### src/rtl/qr_osif_tx_pkg.sv
// Shared constants for the QR transmit path: serializer state codes, strobe and
// trailer field widths.
package qr_osif_tx_pkg;

    localparam logic [1:0] ST_LO  = 2'd0;
    localparam logic [1:0] ST_HI  = 2'd1;
    localparam logic [1:0] ST_TRL = 2'd2;

    localparam logic [3:0] STRB_ALL = 4'hF;

    localparam int SEXT_W      = 16;
    localparam int TRAILER_PAD = 15;
    localparam int FRAME_CNT_W = 16;

endpackage

### src/rtl/qr_beat_fifo.sv
// Beat FIFO absorbing QR_CORDIC rows; full/empty come from an extra pointer wrap bit.
// A push on a full FIFO is accepted when a pop frees the slot in the same cycle.
module qr_beat_fifo
    import qr_osif_tx_pkg::*;
#(
    parameter int WIDTH = 52,
    parameter int DEPTH = 8
)(
    input  logic             clk,
    input  logic             rst_n,
    input  logic             i_push,
    input  logic [WIDTH-1:0] i_data,
    input  logic             i_pop,
    output logic [WIDTH-1:0] o_head,
    output logic             o_full,
    output logic             o_empty,
    output logic             o_drop
);

    localparam int AW = $clog2(DEPTH);

    logic [WIDTH-1:0] r_mem [DEPTH];
    logic [AW:0]      r_wptr;
    logic [AW:0]      r_rptr;
    logic             w_full;
    logic             w_empty;
    logic             w_do_push;
    logic             w_do_pop;

    assign w_empty   = (r_wptr == r_rptr);
    assign w_full    = (r_wptr[AW] != r_rptr[AW]) && (r_wptr[AW-1:0] == r_rptr[AW-1:0]);
    assign w_do_pop  = i_pop & ~w_empty;
    assign w_do_push = i_push & (~w_full | w_do_pop);

    always_ff @(posedge clk or negedge rst_n) begin
        if (!rst_n) begin
            r_wptr <= '0;
            r_rptr <= '0;
        end else begin
            if (w_do_push) r_wptr <= r_wptr + (AW+1)'(1);
            if (w_do_pop)  r_rptr <= r_rptr + (AW+1)'(1);
        end
    end

    always_ff @(posedge clk) begin
        if (w_do_push) r_mem[r_wptr[AW-1:0]] <= i_data;
    end

    assign o_head  = r_mem[r_rptr[AW-1:0]];
    assign o_full  = w_full;
    assign o_empty = w_empty;
    assign o_drop  = i_push & w_full & ~w_do_pop;

endmodule

### src/rtl/qr_osif_tx.sv
// qr_osif_tx: unpacks QR_CORDIC result rows into framed 32-bit stream words (lo, hi).
// Define QR_TX_TRAILER_EN to append a per-frame trailer word carrying ovf_err and frame count.
module qr_osif_tx
    import qr_osif_tx_pkg::*;
#(
    parameter int DATA_LENGTH = 13,
    parameter int ROWS        = 8,
    parameter int FIFO_DEPTH  = 8,
    parameter int TBITS       = 32,
    parameter int TBYTE       = 4
)(
    input  logic                     clk,
    input  logic                     rst_n,
    input  logic                     qr_valid,
    input  logic [DATA_LENGTH*4-1:0] qr_data,
    output logic [TBITS-1:0]         osif_data_din,
    output logic [TBYTE-1:0]         osif_strb_din,
    output logic                     osif_last_din,
    output logic                     osif_user_din,
    input  logic                     osif_full_n,
    output logic                     osif_write,
    output logic                     ovf_err,
    output logic                     busy
);

    localparam int              WORDS     = 2 * ROWS;
    localparam int              WCW       = $clog2(WORDS);
    localparam logic [WCW-1:0]  LAST_WORD = WCW'(WORDS - 1);

    logic [DATA_LENGTH*4-1:0] w_head;
    logic                     w_full;
    logic                     w_empty;
    logic                     w_drop;
    logic                     w_not_empty;
    logic                     w_write;
    logic                     w_pop;
    logic [SEXT_W-1:0]        w_ext [4];
    logic [TBITS-1:0]         w_lo;
    logic [TBITS-1:0]         w_hi;
    logic [WCW-1:0]           w_wcnt_inc;
    logic [1:0]               r_state;
    logic [WCW-1:0]           r_wcnt;
    logic                     r_ovf;
`ifdef QR_TX_TRAILER_EN
    logic [FRAME_CNT_W-1:0]   r_frame_cnt;
`endif

    qr_beat_fifo #(
        .WIDTH (DATA_LENGTH*4),
        .DEPTH (FIFO_DEPTH)
    ) u_fifo (
        .clk     (clk),
        .rst_n   (rst_n),
        .i_push  (qr_valid),
        .i_data  (qr_data),
        .i_pop   (w_pop),
        .o_head  (w_head),
        .o_full  (w_full),
        .o_empty (w_empty),
        .o_drop  (w_drop)
    );

    for (genvar k = 0; k < 4; k++) begin : g_ext
        assign w_ext[k] = SEXT_W'($signed(w_head[k*DATA_LENGTH +: DATA_LENGTH]));
    end

    assign w_lo        = {w_ext[1], w_ext[0]};
    assign w_hi        = {w_ext[3], w_ext[2]};
    assign w_not_empty = ~w_empty;
    assign w_wcnt_inc  = (r_wcnt == LAST_WORD) ? '0 : r_wcnt + WCW'(1);

`ifdef QR_TX_TRAILER_EN
    // The trailer is sent from no FIFO entry, so only downstream room gates it.
    assign w_write = (r_state == ST_TRL) ? osif_full_n : (w_not_empty & osif_full_n);
`else
    assign w_write = w_not_empty & osif_full_n;
`endif
    assign w_pop = w_write & (r_state == ST_HI);

    always_comb begin
        osif_data_din = '0;
        osif_strb_din = '0;
        osif_user_din = 1'b0;
        osif_last_din = 1'b0;
`ifdef QR_TX_TRAILER_EN
        if (r_state == ST_TRL) begin
            osif_data_din = {r_ovf, TRAILER_PAD'(0), r_frame_cnt};
            osif_strb_din = STRB_ALL;
            osif_last_din = 1'b1;
        end else if (w_not_empty) begin
            osif_data_din = (r_state == ST_HI) ? w_hi : w_lo;
            osif_strb_din = STRB_ALL;
            osif_user_din = (r_wcnt == '0);
        end
`else
        if (w_not_empty) begin
            osif_data_din = (r_state == ST_HI) ? w_hi : w_lo;
            osif_strb_din = STRB_ALL;
            osif_user_din = (r_wcnt == '0);
            osif_last_din = (r_wcnt == LAST_WORD);
        end
`endif
    end

    // In trailer builds the word counter parks on the last data word while in TRL.
    always_ff @(posedge clk or negedge rst_n) begin
        if (!rst_n) begin
            r_state <= ST_LO;
            r_wcnt  <= '0;
        end else if (w_write) begin
            case (r_state)
                ST_LO: begin
                    r_state <= ST_HI;
                    r_wcnt  <= w_wcnt_inc;
                end
                ST_HI: begin
`ifdef QR_TX_TRAILER_EN
                    if (r_wcnt == LAST_WORD) begin
                        r_state <= ST_TRL;
                    end else begin
                        r_state <= ST_LO;
                        r_wcnt  <= w_wcnt_inc;
                    end
`else
                    r_state <= ST_LO;
                    r_wcnt  <= w_wcnt_inc;
`endif
                end
`ifdef QR_TX_TRAILER_EN
                ST_TRL: begin
                    r_state <= ST_LO;
                    r_wcnt  <= '0;
                end
`endif
                default: r_state <= ST_LO;
            endcase
        end
    end

    always_ff @(posedge clk or negedge rst_n) begin
        if (!rst_n)      r_ovf <= 1'b0;
        else if (w_drop) r_ovf <= 1'b1;
    end

`ifdef QR_TX_TRAILER_EN
    always_ff @(posedge clk or negedge rst_n) begin
        if (!rst_n)                             r_frame_cnt <= '0;
        else if (w_write && r_state == ST_TRL)  r_frame_cnt <= r_frame_cnt + FRAME_CNT_W'(1);
    end
`endif

    assign osif_write = w_write;
    assign ovf_err    = r_ovf;
    assign busy       = w_not_empty | (r_wcnt != '0);

endmodule

### config.mk
export PLATFORM = sky130hd
export DESIGN_NAME = qr_osif_tx
export DESIGN_NICKNAME = d
export VERILOG_FILES = /design/src/rtl/qr_osif_tx_pkg.sv /design/src/rtl/qr_beat_fifo.sv /design/src/rtl/qr_osif_tx.sv
export SDC_FILE = /design/constraint.sdc
export NUM_CORES = 1
export LEC_CHECK = 0
export BUFFER_PORTS_ARGS = -buffer_cell sky130_fd_sc_hd__buf_2
export CAP_MARGIN = 20
export CORE_MARGIN = 4
export CORE_UTILIZATION = 30
export DETAILED_ROUTE_END_ITERATION = 8
export PLACE_DENSITY_LB_ADDON = 0.2
export SKIP_LAST_GASP = 1
export SYNTH_ARGS = -nofsm -noshare
export SYNTH_HDL_FRONTEND = slang
export SYNTH_SLANG_ARGS = --single-unit
### constraint.sdc
create_clock -name clk -period 14.4 [get_ports clk]
set_input_delay 3.6 -clock clk [delete_from_list [all_inputs] [get_ports clk]]
set_output_delay 3.6 -clock clk [all_outputs]
set_load 0.005 [all_outputs]
==> impl_metrics.tcl <==
set metrics [dict create \
    htreeDepth 2 \
    drt-pass1-iter-count 4 \
    final_cells 1620 \
    gr-usage-met3_pct 2.49 \
    seq_area_frac_synth_pct 77.1 \
    cp-end-kind "output pin" \
    cp_max_fo 5 \
    max_stage_delay_ns 0.13 \
    hold_path_class "reg -> reg" \
    yosysWarnings 0 \
    cp_slowest_cell "buf_2" \
    holdPathEnd "ovf_err$_DFFE_PN0P_" \
    syn-instance-count 729 \
    die_width_um 244 \
    start_kind "input pin" \
    setup_viol 0 \
    yosysTopAreaCell "edfxtp_1" \
    reg2reg_slack_ns 10.71 \
    r2r-start "u_fifo.r_rptr[1]$_DFFE_PN0P_" \
    critPathBufInv 3 \
    met1_usage_pct 16.6 \
    cts_sinks 430 \
    worst_slack_ns 6.79 \
    clk_path_buf_depth 3 \
    cts_setup_buffers 0 \
    synthArstFlopShare_pct 3.26 \
    cts_hold_buf 0 \
    numCtsBuffers 45 \
    grt_overflow 0 \
    top_usage_layer "met2" \
    via_count 7450 \
    insertion_delay_ns 0.55 \
    cts-resized-gates 0 \
    fin_nets 899 \
    dp_hpwl_um 18900 \
    synth_area_per_cell_um2 22.8 \
    powerDensity_nw_per_um2 209 \
    min_from "ovf_err$_DFFE_PN0P_" \
    synth_seq_cells 430 \
    core_area_um2 55000 \
    row_count 86 \
    maxSlewViolCount 0 \
    start_util_pct 30.3 \
    initialDrtViolationCount 473 \
    cellLeakagePower_nw 6.31 \
    rr_worst_depth 6 \
    tightest_slew_ns 1.00 \
    path_class "in -> out" \
    drcViolationCount 0 \
    skew_ns 0.0130 \
    nFillCells 5068 \
    hold_violations 0 \
    synth_ff_type "edfxtp_1" \
    avgViaCountPerCell 4.60 \
    grt_usage_pct 12.1 \
    grt_max_degree 57 \
    cts_root_buffer "clkbuf_16" \
    critPathArrivalTime_ns 4.01 \
    rsz0062_at_grt "false" \
    min_period_ns 7.61 \
    syn_to_final_growth_pct 16.7 \
    num_io_pins 97 \
    ant_nets 0 \
    finalPower_w 0.00406 \
    critical_path_required_ns 10.80 \
    synth_edf_count 416 \
    whs_path_depth 1 \
    relSlewSlack_pct 33.3 \
    cp_cell_sequence "buf_2 > nand2_2 > inv_1 > buf_2" \
    yosysTopAreaCellShare_pct 75.0 \
    grt_pass1_wl_um 53700 \
    fmax_mhz 131 \
    wirelength_um 36100 \
    design_area_um2 19400 \
    cts_tree "built" \
    path_clk_slew_ns 0.06 \
    reg2reg_to "u_fifo.r_mem[3][18]$_DFFE_PP_" \
    fp.dieH_um 244 \
    use_met2_pct 20.0 \
    path_delay_family "buffers and inverters" \
    synth_area_leaders "edfxtp_1 (75%), mux4_2 (14%), mux2i_1 (3.1%), dfrtp_1 (2.1%), o22ai_1 (0.98%)" \
    vdd_ir_drop_max_v 0.0000971 \
    place_area_um2 18000 \
    synth.distinct_cells 36 \
    dp.cells 1540 \
    pre_cts_ws_ns 6.79 \
    wl_per_cell_um 22.3 \
    drive_gt1_share_pct 34.4 \
    finalSetupTns_ns 0 \
    crit_top_cell "buf_2" \
    synth_nets 789 \
    numPortBuffers 96 \
    grt_pass1_vias 7941 \
    drv_cap 0 \
    finalCritPeriodShare_pct 52.8 \
    synth_area_um2 16700 \
    place_congestion 0.665 \
    die_area_um2 59400 \
    status "completed" \
    antenna_found_initial 5 \
]
==> flip-flops by register name (all words and copies together), names as in the netlist <==
register       count
u_fifo.r_rptr      4
r_state            1
r_wcnt             4
ovf_err            1
u_fifo.r_wptr      4
u_fifo.r_mem     416
==> how the worst max path moves through the flow <==
stage          cells after the start                         start                           end
6_report                           4                   osif_full_n                    osif_write
3_5_place_dp                       4                   osif_full_n                    osif_write
5_1_grt                            6  u_fifo.r_rptr[2]$_DFFE_PN0P_             osif_data_din[16]
3_3_place_gp                       4                   osif_full_n                    osif_write
4_1_cts                            4                   osif_full_n                    osif_write
2_1_floorplan                      4                   osif_full_n  u_fifo.r_mem[0][0]$_DFFE_PP_
==> layer usage <==
| layer | vias up | wire length, um |
|---|---|---|
| met2 | 123 | 17500 |
| met4 | 6 | 635 |
| met1 | 3983 | 16500 |
| met5 | - | 34 |
| met3 | 51 | 1400 |
| li1 | 3287 | - |
==> cells in the mapped netlist, types with 2 or more instances <==
cell type and number:
nor3_1 6, buf_6 5, o211ai_1 2, nand3_1 5, nand2_1 4, o22ai_1 26, ha_1 4, mux2_2 4
xnor2_1 8, buf_1 2, clkbuf_1 10, edfxtp_1 416, dfrtp_1 14, a21oi_1 3, nor2_1 5, mux4_2 104
mux2i_1 52, buf_2 15, inv_1 3, xor2_1 8, buf_4 16, nand2b_1 2, nand2_2 2
==> layout by cell type (no fill, tap or decap), types with 3 or more instances in the layout <==
cell	synthesis	layout
ha_1	4	4
nand3_1	5	5
nor2_1	5	3
clkbuf_16	0	47
buf_2	15	96
o22ai_1	26	26
buf_4	16	15
mux4_2	104	104
nand2_1	4	4
bufinv_16	0	6
nor3_2	0	4
dfrtp_1	14	11
dfrtp_4	0	3
inv_1	3	3
clkinv_2	0	6
xnor2_1	8	8
mux2i_1	52	52
clkinvlp_4	0	3
edfxtp_1	416	416
clkinv_1	0	5
clkbuf_1	10	10
xor2_1	8	8
mux2_2	4	4
==> power breakdown <==
part / leakage [nW] / total [W] / switching [W] / internal, W
combinational: 1.65 / 0.00116 / 0.000621 / 0.000542
clock: 0.716 / 0.00117 / 0.000463 / 0.000703
sequential: 3.94 / 0.00173 / 0.000145 / 0.00159
total: 6.31 / 0.00406 / 0.00123 / 0.00283
==> layout make-up <==
cell class,instances,area [um2],share of cell area (%)
antenna,1,2.50,0.0129
clock buffer,57,1210,6.24
clock inverter,22,269,1.38
inverter,4,15.0,0.0772
multi-input combinational,247,3550,18.3
sequential,430,12900,66.1
tap,748,936,4.81
timing repair buffer,111,593,3.05
==> stage by stage <==
step           util [%]  hold slack (ns)
2_1_floorplan         -            0.466
3_3_place_gp       32.6            0.484
3_5_place_dp       32.6            0.495
4_1_cts            35.3            0.509
5_1_grt            35.3            0.521
6_report           35.4            0.497
==> kinds of logic (layout without fill, tap and decap cells) <==
family | after synthesis | count (layout) | synth area share [%]
DFF | 430 | 430 | 77.1
muxes | 160 | 160 | 17.5
buffers and inverters | 52 | 194 | 1.87
AOI/OAI and AO/OA | 36 | 36 | 1.35
and+or+nand+nor | 31 | 31 | 1.07
xor gates and xnor gates | 16 | 16 | 0.841
adders and majority gates | 4 | 4 | 0.300
other | 0 | 1 | 0
No activity file was read; power rests on OpenSTA's default activity.
